**src/rtl/cnn_layer_seq_if.sv**
```systemverilog
// cnn_layer_seq_if: handshake bundle between the layer sequencer and its
// surroundings (UART front end, layer chain, result transmitter).
//   start/abort/err_clr : frame control from the front end
//   layer_rdy/tx_done   : completion pulses from layers and transmitter
//   layer_strt          : one-hot launch pulses to the layers
//   cur_layer/bsy/done/err : sequencer status
//   prof_sel/prof_cnt   : per-layer cycle profile readback (CNN_SEQ_PROFILE_EN)
// Modports: master = environment side, slave = sequencer side.
interface cnn_layer_seq_if #(
  parameter int unsigned N_LAYERS = 6
);
  localparam int unsigned IDX_W = $clog2(N_LAYERS);

  logic                start;
  logic                abort;
  logic                err_clr;
  logic [N_LAYERS-1:0] layer_rdy;
  logic                tx_done;
  logic [N_LAYERS-1:0] layer_strt;
  logic [IDX_W-1:0]    cur_layer;
  logic                bsy;
  logic                done;
  logic                err;
`ifdef CNN_SEQ_PROFILE_EN
  logic [IDX_W-1:0]    prof_sel;
  logic [31:0]         prof_cnt;

  modport master (
    output start, abort, err_clr, layer_rdy, tx_done, prof_sel,
    input  layer_strt, cur_layer, bsy, done, err, prof_cnt
  );
  modport slave (
    input  start, abort, err_clr, layer_rdy, tx_done, prof_sel,
    output layer_strt, cur_layer, bsy, done, err, prof_cnt
  );
`else
  modport master (
    output start, abort, err_clr, layer_rdy, tx_done,
    input  layer_strt, cur_layer, bsy, done, err
  );
  modport slave (
    input  start, abort, err_clr, layer_rdy, tx_done,
    output layer_strt, cur_layer, bsy, done, err
  );
`endif
endinterface

```
**src/rtl/cnn_layer_seq.sv**
```systemverilog
// cnn_layer_seq: central sequencer for the conv/max/conv/max/dense/out layer
// pipeline. Launches each layer with a one-cycle strt pulse, waits for its
// rdy, then waits for tx_done and pulses done. A per-layer watchdog moves the
// sequencer to a sticky error state when a layer (or the transmitter) stalls.
// Ports:
//   clk  - system clock, rising edge
//   rst  - synchronous reset, active-high
//   bus  - cnn_layer_seq_if.slave (control in, strt/status out)
// Optional feature macro: CNN_SEQ_PROFILE_EN adds per-layer 32-bit cycle
// counters readable through bus.prof_sel / bus.prof_cnt.
module cnn_layer_seq #(
  parameter int unsigned N_LAYERS = 6,
  parameter int unsigned TO_W     = 20,
  parameter int unsigned TIMEOUT  = 1000000
) (
  input  logic           clk,
  input  logic           rst,
  cnn_layer_seq_if.slave bus
);
  localparam int unsigned      IDX_W    = $clog2(N_LAYERS);
  localparam logic [IDX_W-1:0] LAST_IDX = IDX_W'(N_LAYERS - 1);
  localparam logic [TO_W-1:0]  WD_LIMIT = TO_W'(TIMEOUT - 1);
  localparam logic [TO_W-1:0]  WD_MAX   = '1;

  typedef enum logic [2:0] {
    S_IDLE, S_LAUNCH, S_WAIT, S_XMIT, S_FIN, S_ERR
  } state_e;

  state_e              state_q, state_d;
  logic [IDX_W-1:0]    cur_layer_q, cur_layer_d;
  logic [TO_W-1:0]     wd_q, wd_d;
  logic [N_LAYERS-1:0] layer_strt_q, layer_strt_d;
  logic                bsy_q, bsy_d;
  logic                done_q, done_d;
  logic                err_q, err_d;
  logic                cur_rdy_c;
  logic [TO_W-1:0]     wd_inc_c;

  assign cur_rdy_c = bus.layer_rdy[cur_layer_q];
  assign wd_inc_c  = (wd_q == WD_MAX) ? wd_q : wd_q + TO_W'(1);

  // Next-state and registered-output computation
  always_comb begin
    state_d      = state_q;
    cur_layer_d  = cur_layer_q;
    wd_d         = wd_q;
    err_d        = err_q;
    layer_strt_d = '0;
    bsy_d        = 1'b0;
    done_d       = 1'b0;

    unique case (state_q)
      S_IDLE: begin
        // err_clr is honoured here too, so an abort out of ERR cannot lock
        // the sequencer with err stuck high.
        if (bus.err_clr) err_d = 1'b0;
        if (bus.start && !err_q) begin
          state_d     = S_LAUNCH;
          cur_layer_d = '0;
        end
      end
      S_LAUNCH: begin
        wd_d    = '0;
        state_d = S_WAIT;
      end
      S_WAIT: begin
        wd_d = wd_inc_c;
        // Progress is checked before timeout so a tie advances.
        if (cur_rdy_c) begin
          if (cur_layer_q == LAST_IDX) begin
            state_d = S_XMIT;
            wd_d    = '0;
          end else begin
            state_d     = S_LAUNCH;
            cur_layer_d = cur_layer_q + IDX_W'(1);
          end
        end else if (wd_q == WD_LIMIT) begin
          state_d = S_ERR;
          err_d   = 1'b1;
        end
      end
      S_XMIT: begin
        wd_d = wd_inc_c;
        if (bus.tx_done) begin
          state_d = S_FIN;
        end else if (wd_q == WD_LIMIT) begin
          state_d = S_ERR;
          err_d   = 1'b1;
        end
      end
      S_FIN: begin
        state_d = S_IDLE;
      end
      S_ERR: begin
        if (bus.err_clr) begin
          state_d     = S_IDLE;
          err_d       = 1'b0;
          cur_layer_d = '0;
        end
      end
      default: begin
        state_d = S_IDLE;
      end
    endcase

    // Abort overrides everything except reset and leaves err as it was.
    if (bus.abort && (state_q != S_IDLE)) begin
      state_d     = S_IDLE;
      cur_layer_d = '0;
      wd_d        = '0;
      err_d       = err_q;
    end

    // strt is issued the cycle after LAUNCH, unless LAUNCH was aborted.
    if ((state_q == S_LAUNCH) && (state_d == S_WAIT)) begin
      layer_strt_d[cur_layer_q] = 1'b1;
    end
    bsy_d  = (state_d == S_LAUNCH) || (state_d == S_WAIT) ||
             (state_d == S_XMIT)   || (state_d == S_FIN);
    done_d = (state_d == S_FIN);
  end

  // State and output registers
  always_ff @(posedge clk) begin
    if (rst) begin
      state_q      <= S_IDLE;
      cur_layer_q  <= '0;
      wd_q         <= '0;
      layer_strt_q <= '0;
      bsy_q        <= 1'b0;
      done_q       <= 1'b0;
      err_q        <= 1'b0;
    end else begin
      state_q      <= state_d;
      cur_layer_q  <= cur_layer_d;
      wd_q         <= wd_d;
      layer_strt_q <= layer_strt_d;
      bsy_q        <= bsy_d;
      done_q       <= done_d;
      err_q        <= err_d;
    end
  end

  assign bus.layer_strt = layer_strt_q;
  assign bus.cur_layer  = cur_layer_q;
  assign bus.bsy        = bsy_q;
  assign bus.done       = done_q;
  assign bus.err        = err_q;

`ifdef CNN_SEQ_PROFILE_EN
  logic [31:0] prof_q [N_LAYERS];
  logic [31:0] prof_d [N_LAYERS];

  // Per-layer cycle counters: clear on launch, count while waiting, saturate
  always_comb begin
    for (int i = 0; i < int'(N_LAYERS); i++) begin
      prof_d[i] = prof_q[i];
      if (cur_layer_q == IDX_W'(i)) begin
        if (state_q == S_LAUNCH) begin
          prof_d[i] = '0;
        end else if ((state_q == S_WAIT) && (prof_q[i] != '1)) begin
          prof_d[i] = prof_q[i] + 32'd1;
        end
      end
    end
  end

  always_ff @(posedge clk) begin
    if (rst) begin
      for (int i = 0; i < int'(N_LAYERS); i++) prof_q[i] <= '0;
    end else begin
      for (int i = 0; i < int'(N_LAYERS); i++) prof_q[i] <= prof_d[i];
    end
  end

  assign bus.prof_cnt = (32'(bus.prof_sel) < N_LAYERS) ? prof_q[bus.prof_sel] : '0;
`endif

endmodule

```
**src/flat_wrapper.sv**
```systemverilog
// flat-port wrapper written by rule: the top's interface ports become plain ports
module cnn_layer_seq_flat 
#(
  parameter int unsigned N_LAYERS = 6,
  parameter int unsigned TO_W     = 20,
  parameter int unsigned TIMEOUT  = 1000000
)
  (clk, rst, bus_start, bus_abort, bus_err_clr, bus_layer_rdy, bus_tx_done, bus_layer_strt, bus_cur_layer, bus_bsy, bus_done, bus_err);
  cnn_layer_seq_if #(.N_LAYERS(N_LAYERS)) bus_i ();
  input  logic clk;
  input  logic rst;
  input wire logic [$bits(bus_i.start)-1:0] bus_start;
  input wire logic [$bits(bus_i.abort)-1:0] bus_abort;
  input wire logic [$bits(bus_i.err_clr)-1:0] bus_err_clr;
  input wire logic [$bits(bus_i.layer_rdy)-1:0] bus_layer_rdy;
  input wire logic [$bits(bus_i.tx_done)-1:0] bus_tx_done;
  output wire logic [$bits(bus_i.layer_strt)-1:0] bus_layer_strt;
  output wire logic [$bits(bus_i.cur_layer)-1:0] bus_cur_layer;
  output wire logic [$bits(bus_i.bsy)-1:0] bus_bsy;
  output wire logic [$bits(bus_i.done)-1:0] bus_done;
  output wire logic [$bits(bus_i.err)-1:0] bus_err;
  assign bus_i.start = bus_start;
  assign bus_i.abort = bus_abort;
  assign bus_i.err_clr = bus_err_clr;
  assign bus_i.layer_rdy = bus_layer_rdy;
  assign bus_i.tx_done = bus_tx_done;
  assign bus_layer_strt = bus_i.layer_strt;
  assign bus_cur_layer = bus_i.cur_layer;
  assign bus_bsy = bus_i.bsy;
  assign bus_done = bus_i.done;
  assign bus_err = bus_i.err;
  cnn_layer_seq #(.N_LAYERS(N_LAYERS), .TO_W(TO_W), .TIMEOUT(TIMEOUT)) u_core (.clk(clk), .rst(rst), .bus(bus_i));
endmodule
```
**config.mk**
```make
export PLATFORM = sky130hd
export DESIGN_NAME = cnn_layer_seq_flat
export DESIGN_NICKNAME = d
export VERILOG_FILES = /design/src/rtl/cnn_layer_seq_if.sv /design/src/rtl/cnn_layer_seq.sv /design/src/flat_wrapper.sv
export SDC_FILE = /design/constraint.sdc
export NUM_CORES = 1
export LEC_CHECK = 0
export CAP_MARGIN = 20
export CORE_MARGIN = 1
export CORE_UTILIZATION = 59
export CTS_CLUSTER_DIAMETER = 40
export DETAILED_ROUTE_END_ITERATION = 10
export PLACE_DENSITY_LB_ADDON = 0.08
export SLEW_MARGIN = 20
export SYNTH_ARGS = -nofsm -noshare
export SYNTH_HDL_FRONTEND = slang
export SYNTH_SLANG_ARGS = --single-unit
```
**constraint.sdc**
```tcl
create_clock -name clk -period 4.6 [get_ports clk]
set_input_delay 0.46 -clock clk [delete_from_list [all_inputs] [get_ports clk]]
set_output_delay 0.46 -clock clk [all_outputs]
set_load 0.01 [all_outputs]
```
# --- Word-level counts from Yosys, hierarchy flattened ---
# Cells that the tools add are included.
word_totals:
  reg_bits: 35
  output_inout_bits: 12
op_classes:
  addsub: 2
  n_bitwise: 2
  reduce_logical: 18
  n_mux: 26
  n_eq_ne: 18
  magnitude_cmp: 2
ops:
  columns: ["op", "n"]
  rows:
  - ["2-to-1 mux 20 bit", 3]
  - ["one-hot mux 20 bit (3 select lines)", 1]
  - ["equality test 20 bit (second input constant)", 2]
  - ["2-to-1 mux 3 bit", 10]
  - ["adder 20 x 1 -> 20 bit (second input constant)", 1]
  - ["one-hot mux 3 bit (5 select lines)", 1]
  - ["equality test 3 x 2 -> 1 bit (second input constant)", 4]
  - ["nonzero test 3 bit", 4]
  - ["AND reduction 5 bit", 2]
  - ["equality test 3 bit (second input constant)", 3]
  - ["one-hot mux 3 bit (3 select lines)", 1]
  - ["inequality test 2 bit (second input constant)", 4]
  - ["equality test 3 x 1 -> 1 bit (second input constant)", 2]
  - ["2-to-1 mux 1 bit", 6]
  - ["inequality test 2 x 1 -> 1 bit (second input constant)", 3]
  - ["OR reduction 2 bit", 3]
  - ["logical AND 1 bit", 4]
  - ["less-than comparator 3 x 4 -> 1 bit (second input constant)", 1]
  - ["adder 3 x 1 -> 3 bit (second input constant)", 1]
  - ["binary-select mux 1 bit (select 3 bit)", 1]
  - ["demux 1 bit (select 3 bit)", 1]
  - ["greater-or-equal comparator 3 x 1 -> 1 bit (second input constant)", 1]
  - ["logical NOT 3 bit", 1]
  - ["logical OR 1 bit", 3]
  - ["other kinds (4)", 5]

# --- Longest topological paths before layout ---
# Gate-level depths: netlist of run 1.
depth:
  ltp_word: 9
  mapped_depth: 9
  ltp_nobuf: 7

# --- Worst setup path after synthesis of run 1 ---
# Ideal clock, no wire load.
synth_timing:
  kind: "flip-flop to flip-flop"
  start: "register u_core.wd_q[0]"
  end: "register u_core.bsy_q (netlist: u_core.bus.bsy)"
  setup_ps: 119
  n_path_buf: 0
  stages_incl_launch_ff: 8
  path_slack_ps: 2651
  t_arrival_ps: 1829
  synth_period_minus_slack_ps: 1949
  t_required_ps: 4481
  path_cell_list: "dfxtp_1 ha_1 nand4_1 nor4_4 a31oi_1 a211o_1 a21o_1 mux2i_1"
synth_via:
  elab_chain_cells: 9
synth_lines:
  columns: ["element", "line", "source"]
  rows:
  - ["start, declared", "cnn_layer_seq.sv:31", "logic [TO_W-1:0] wd_q, wd_d;"]
  - ["start signal, assigned", "cnn_layer_seq.sv:136", "wd_q <= wd_d;"]
  - ["equality test 20 bit *", "cnn_layer_seq.sv:77, cnn_layer_seq.sv:86", null]
  - ["2-to-1 mux 3 bit *", "cnn_layer_seq.sv:77, cnn_layer_seq.sv:86", null]
  - ["2-to-1 mux 3 bit, on equally long branches", "cnn_layer_seq.sv:84, cnn_layer_seq.sv:69", null]
  - ["one-hot mux 3 bit (5 select lines) *", "cnn_layer_seq.sv:52", "unique case (state_q)"]
  - ["2-to-1 mux 3 bit *", "cnn_layer_seq.sv:107", "if (bus.abort && (state_q != S_IDLE)) begin"]
  - ["equality test 3 x 1 -> 1 bit or equality test 3 x 2 -> 1 bit (tied branches)", "cnn_layer_seq.sv:118", "bsy_d = (state_d == S_LAUNCH) || (state_d == S_WAIT) ||"]
  - ["logical OR 1 bit (2 in series)", "cnn_layer_seq.sv:118", null]
  - ["logical OR 1 bit *", "cnn_layer_seq.sv:119", "(state_d == S_XMIT) || (state_d == S_FIN);"]
  - ["end signal, assigned", "cnn_layer_seq.sv:138", "bsy_q <= bsy_d;"]
  - ["end, declared", "cnn_layer_seq.sv:33", "logic bsy_q, bsy_d;"]
# Mark *: on every way between the ends. The rest lies on a longest branch, timed or not.
# A chain may end at the register's enable or synchronous reset.

# --- Worst setup path after layout of run 1 ---
layout_timing:
  start: "register u_core.wd_q[6]"
  end: "register u_core.wd_q[17]"
layout_via:
  elab_chain_cells: 5
layout_lines:
  columns: ["element", "line", "source"]
  rows:
  - ["adder 20 x 1 -> 20 bit or equality test 20 bit (tied branches)", "cnn_layer_seq.sv:40", "assign wd_inc_c = (wd_q == WD_MAX) ? wd_q : wd_q + TO_W'(1);"]
  - ["2-to-1 mux 20 bit *", "cnn_layer_seq.sv:40", null]
  - ["2-to-1 mux 20 bit", "cnn_layer_seq.sv:70", "if (cur_layer_q == LAST_IDX) begin"]
  - ["2-to-1 mux 20 bit", "cnn_layer_seq.sv:69", "if (cur_rdy_c) begin"]
  - ["one-hot mux 20 bit (3 select lines) *", "cnn_layer_seq.sv:52", null]
# Marked as above.

==> results of run 1 <==
critical path, delay by kind of cell (launching register included):
| family | cells | cell delay [ps] |
|---|---|---|
| compound gates | 1 | 170 |
| flops | 1 | 420 |
| simple gates | 4 | 1590 |
sequential cells by signal, indices dropped and copies added (netlist names):
signal	cells
u_core.bus.bsy	1
u_core.bus.cur_layer	3
u_core.bus.done	1
u_core.bus.err	1
u_core.bus.layer_strt	6
u_core.state_q	3
u_core.wd_q	20
through the flow:
step | setup WS [ps] | instances | power [mW] | utilization (%)
after global routing | 2225 | 301 | 0.7311 | 72.82
after floorplan | 2651 | 234 | 0.4264 | -
after global placement | 2319 | 293 | 0.4629 | 69.92
after detailed placement | 2275 | 293 | 0.4644 | 69.92
final | 2380 | 301 | 0.7018 | 72.82
after CTS | 2409 | 301 | 0.7038 | 72.82
layer usage:
layer	vias up	wire length, um	track usage, %
met5	-	0	0
met4	0	82	10.96
met3	8	169	6.114
met2	35	1933	42.22
met1	825	1921	29.46
li1	910	-	-
cells by family (layout without fill, tap and decap cells):
| kind of cell | count (synthesis) | count (layout) | synth area share [%] |
|---|---|---|---|
| AND/OR/NAND/NOR | 113 | 113 | 32.27 |
| multiplexers | 3 | 3 | 1.601 |
| adder cells (fa/ha/maj) | 3 | 3 | 1.921 |
| AO/OA/AOI/OAI | 48 | 48 | 16.13 |
| XOR/XNOR | 15 | 15 | 6.722 |
| flip-flops | 35 | 35 | 35.85 |
| buffers and inverters | 17 | 40 | 5.506 |
worst min-delay path by stage:
stage                endpoint  slack (ps)  depth (start not counted)
2_1_floorplan  u_core.wd_q[1]         470                          2
5_1_grt        u_core.bus.err         530                          2
4_1_cts        u_core.wd_q[1]         510                          2
6_report       u_core.wd_q[1]         510                          2
3_5_place_dp   u_core.wd_q[1]         490                          2
3_3_place_gp   u_core.wd_q[1]         490                          2
placed cells by master (no fill, tap or decap), types with 9 or more instances in the layout:
cell type	instances
nor3_1	11
dfxtp_1	35
nor2_1	31
a21oi_1	14
nand4_1	9
clkdlybuf4s50_1	23
nand2_1	9
nand3_1	15
xor2_1	10
report_power, final:
group / internal (mW) / switching [mW] / total [mW] / leakage (nW)
combinational: 0.0560 / 0.0729 / 0.129 / 0.449
sequential: 0.312 / 0.0184 / 0.330 / 0.283
clock: 0.131 / 0.111 / 0.243 / 0.0489
final cells by class:
type	count	area (um^2)	area share [%]
Clock buffer	6	51.30	2.270
Clock inverter	2	38.79	1.716
Inverter	8	30.03	1.329
Multi-Input combinational cell	182	1146	50.72
Sequential cell	35	700.7	31.01
Tap cell	44	55.05	2.436
Timing Repair Buffer	24	237.7	10.52
==> summary.md, run 1 <==
| Metric | Value |
|---|---|
| Drt pass-1 iters | 4 |
| Full die area | 3547 um^2 |
| Routed len/inst | 13.64 um |
| DIE HEIGHT | 59.56 um |
| Avg Synthesized Cell Area | 8.352 um^2 |
| Cell taking the most area after synthesis | dfxtp_1 |
| First-pass GRT wire length | 6644 um |
| Power Dens Cells | 310.6 nW/um^2 |
| Layout cells sized above 1 | 8.560% |
| Post-synth top area share | 35.85% |
| Crit path cell chain | and4_1 > nand4_1 > or3_1 > nor3_1 > a311o_1 |
| Row Count | 20 |
| Core area | 3103 um^2 |
| Chip Width | 59.56 um |
| Nets | 271 |
| HP Class | register to register |
| Worst r2r dst | u_core.wd_q[17] |
| RSZ-0062 raised after global routing | no |
| Fin. max-slew vios | 0 |
| I/O pin cnt | 24 |
| Synth top area cells | dfxtp_1 36%, nor2_1 6.0%, xor2_1 4.5% |
| Most frequent cells after synthesis | 35 x dfxtp_1, 31 x nor2_1, 15 x nand3_1, 14 x a21oi_1, 11 x nor3_1 |
| # port buffers | 23 |
| Placer Congestion | 0.8628 |
| Cell Area, Placed | 2170 um^2 |
| Highest clock rate | 450.4 MHz |
| Post-DP HPWL | 2914 um |
| Crit path required time | 4900 ps |
| CP arrival | 2520 ps |
| Yosys cell types | 51 |
| R2r setup slk | 2380 ps |
| CTS Sinks | 35 |
| DRC | 0 |
| Number of synthesized flops with an enable pin | 0 |
| HP Start | u_core.wd_q[1] |
| Initial DRC count | 108 |
| Primary FF master, synth | dfxtp_1 |
| CTS tree | yes |
| H-Tree Depth | 2 |
| Vias in the first global route | 1514 |
| Leak Pwr | 0.7809 nW |
| Ys async rst share | 0% |
| Fin Setup TNS | 0 ps |
| Vias | 1778 |
| Layout filler cell count | 281 |
| Final Skew | 8.793 ps |
| Crit path launch | u_core.wd_q[6] |
| Clk_lat worst skew | 350 ps |
| Syn nets | 249 |
| Worst Setup EP | u_core.wd_q[17] |
| Final Critical Period | 2220 ps |
| Post-CTS setup buffers | 0 |
| Worst Tran Pin Value | 575.0 ps |
| Clock buffer depth | 2 |
| Worst Setup Start Kind | register |
| Antenna cells | 0 |
| Initial core utilization | 62.98% |
| CP Capture Type | register |
| Area grow syn2layout | 15.62% |
| CP peak stage delay | 620 ps |
| Hold Fails Final Rpt | 0 |
| Flop and latch count out of synthesis | 35 |
| Cells after Synth | 234 |
| # setup viols final | 0 |
| FF-to-FF path depth | 5 |
| Final Instance Area | 2260 um^2 |
| R2r startpoint | u_core.wd_q[6] |
| Critical-path maximum fanout | 11 |
| Clock Pin Slew Worst Setup and Hold Paths | 110 ps |
| YS warnings | 0 |
| Most common cell in the netlist | dfxtp_1 |
| Status | finished, final reports clean |
| Root Buffer | clkbuf_4 |
| Detailed Route WL | 4106 um |
| Mapped Area | 1954 um^2 |
| Sequential-to-total area share from yosys stat | 35.85% |
| Total CTS buffers | 5 |
| Max_cap viols | 0 |
| CP Class | register to register |
| Routed Antenna Nets | 0 |
| Drt via density | 5.907 |
| Largest net degree at the start of global routing | 18 |
| Worst vdd ir | 251.1 uV |
| GRT Util Overall | 24.81% |
| Grt ovf | 0 |
| Initial antenna violation count | 0 |
| CTS hold repair buffers | 0 |
| Slowest cell on crit path | or3_1 |
| Rel. slew slack | 61.43% |
| Period utilization | 48.26% |
| Post-cts resize count | 0 |
| Hold Slack | 506.2 ps |
Power figures use the tool's default switching activity.
==> run 2: changes to the inputs <==
Settings changed: CORE_UTILIZATION 59 to 55.
Clock period 4.6 ns to 2.15 ns, I/O delays scaled along.
==> summary.md, run 2 (synthesis gave the netlist of run 1 again) <==
| Metric | Value |
|---|---|
| Cell Area, Placed | 2352 um^2 (+8.4%) |
| Rel. slew slack | 68.07% (+6.6 points) |
| CTS hold repair buffers | 0 (unchanged) |
| Met2 usage | 40.71% (-1.5 points) |
| Largest net degree at the start of global routing | 18 (unchanged) |
| Register area | 701.9 um^2 (+0.18%) |
| Initial core utilization | 58.11% (-4.9 points) |
| Hold Fails Final Rpt | 0 (unchanged) |
| Antenna cells | 0 (unchanged) |
| Layout cells sized above 1 | 16.01% (+7.5 points) |
| PnR worst setup slack | 168.3 ps (-2212 ps) |
| Initial antenna violation count | 0 (unchanged) |
| # port buffers | 23 (unchanged) |
| Post-DP HPWL | 3197 um (+9.7%) |
| Post-CTS setup buffers | 0 (unchanged) |
| Grt ovf | 0 (unchanged) |
| # placed instances | 319 (+8.9%) |
| Layout filler cell count | 293 (+4.3%) |
| Clk_lat worst skew | 330 ps (-20 ps) |
| Final Skew | 12.65 ps (+3.861 ps) |
| Drt pass-1 iters | 4 (unchanged) |
| CP Class | register to register |
| # setup viols final | 0 (unchanged) |
| Period utilization | 92.17% (+44 points) |
| Layer with the highest usage | met2 |
| Placer Congestion | 0.9039 (+4.8%) |
| Vias in the first global route | 1605 (+6.0%) |
| Power Dens Cells | 566.2 nW/um^2 (+82%) |
| RSZ-0062 raised after global routing | no |
| Core area | 3363 um^2 (+8.4%) |
| Drt via density | 5.636 (-4.6%) |
| Fin. max-slew vios | 0 (unchanged) |
| CP arrival | 2200 ps (-320 ps) |
| Footprint of the multi-input gates | 1146 um^2 (unchanged) |
| Highest clock rate | 504.6 MHz (+12%) |
| CTS Sinks | 35 (unchanged) |
| Post-cts resize count | 0 (unchanged) |
| DIE HEIGHT | 61.61 um (+3.5%) |
| Detailed Route WL | 4291 um (+4.5%) |
| Top reg by flops | u_core.wd_q |
| Worst Tran Pin Value | 478.3 ps (-96.67 ps) |
| GRT Util Overall | 24.21% (-0.59 points) |
| Leak Pwr | 0.8826 nW (+13%) |
| Hold Slack | 520.2 ps (+13.99 ps) |
| Root Buffer | clkbuf_4 |
| I/O pin cnt | 24 (unchanged) |
| DRC | 0 (unchanged) |
| Clock buffer depth | 2 (unchanged) |
| HP Class | register to register |
| Final Critical Period | 1982 ps (-238.4 ps) |
| Critical-path maximum fanout | 10 (-1) |
| Total CTS buffers | 5 (unchanged) |
| Final Instance Area | 2404 um^2 (+6.4%) |
| Non-filler cells, final | 327 (+8.6%) |
| Met1 Resource Use GR | 29.36% (-0.10 points) |
| CP Capture Type | register |
| Commonest non-fill, non-tap cell in the layout | dfxtp_1 |
| CTS tree | yes |
| Chip Width | 61.61 um (+3.5%) |
| Nets | 295 (+8.9%) |
| Max_cap viols | 0 (unchanged) |
| Initial DRC count | 148 (+37%) |
| Fin Setup TNS | 0 ps (unchanged) |
| Worst vdd ir | 289.2 uV (+15%) |
| Crit path required time | 2370 ps (-2530 ps) |
| Max reg flops | 20 (unchanged) |
| Area grow syn2layout | 22.98% |
| Vias | 1843 (+3.7%) |
| M3 GR Usage | 6.303% (+0.19 points) |
| H-Tree Depth | 2 (unchanged) |
| Commonest non-fill, non-tap cells in the layout | 34 x dfxtp_1, 31 x nor2_1, 25 x buf_4 |
| Routed len/inst | 13.12 um (-3.8%) |
| First-pass GRT wire length | 6741 um (+1.5%) |
| Status | finished, final reports clean |
| Worst Setup Start Kind | register |
| Clock Pin Slew Worst Setup and Hold Paths | 110 ps (about the same) |
| Fin util | 71.47% (-1.4 points) |
| Total power | 1.361 mW (+94%) |
| Routed Antenna Nets | 0 (unchanged) |
| Row Count | 21 (+5.0%) |
| DP Worst Slack | 113.9 ps (-2161 ps) |
| Full die area | 3796 um^2 (+7.0%) |
[run 2: cell types whose count changed in the layout (fill, tap and decap cells not counted)]
cell	delta
clkinv_2	+1
buf_4	+24
clkbuf_1	+2
inv_6	-1
clkbuf_8	-1
bufinv_16	-1
dfxtp_2	+1
dfxtp_1	-1
[run 2: final timing paths]
kind	startpoint	end	slack, ps	depth (start not counted)
hold reg to reg	u_core.bus.err	u_core.bus.err	520	2
setup / recovery	u_core.wd_q[7]	u_core.wd_q[11]	170	7
hold / removal	u_core.bus.err	u_core.bus.err	520	2
setup reg to reg	u_core.wd_q[7]	u_core.wd_q[11]	170	7
[run 2: metal layers]
layer / part of all wire (%) / vias to the layer above / routed length [um]
li1: - / 946 / -
met1: 46 / 842 / 1985
met2: 47 / 44 / 2026
met3: 4.2 / 11 / 182
met4: 2.2 / 0 / 95
met5: 0 / - / 0
[run 2: power by group]
group	switching [mW]	leakage [nW]	total (mW)	internal [mW]
sequential	0.0205	0.283	0.688	0.667
clock	0.205	0.0293	0.332	0.127
combinational	0.183	0.570	0.341	0.158
total	0.408	0.883	1.36	0.953
[run 2: final cells by class]
| cell class | count | share of cell area [%] |
|---|---|---|
| clock inverters | 1 | 0.2082 |
| multi-input cells | 182 | 47.68 |
| clock buffers | 7 | 1.874 |
| inverters | 8 | 1.249 |
| well taps | 46 | 2.395 |
| flip-flops and latches | 35 | 29.20 |
| repair buffers | 48 | 17.39 |
[run 2: critical path, stage by stage, from the launching register on]
cell	delay [ps]
dfxtp_1	380
and4_1	300
nand4_1	250
or3_1	440
buf_4	190
nand3_1	100
xor2_1	170
nor2_1	50
==> run 3: changes to the inputs <==
Settings changed: CORE_MARGIN 1 to not set.
==> results of run 3 <==
No change in the layout: final DEF, timing and power equal those of run 2.
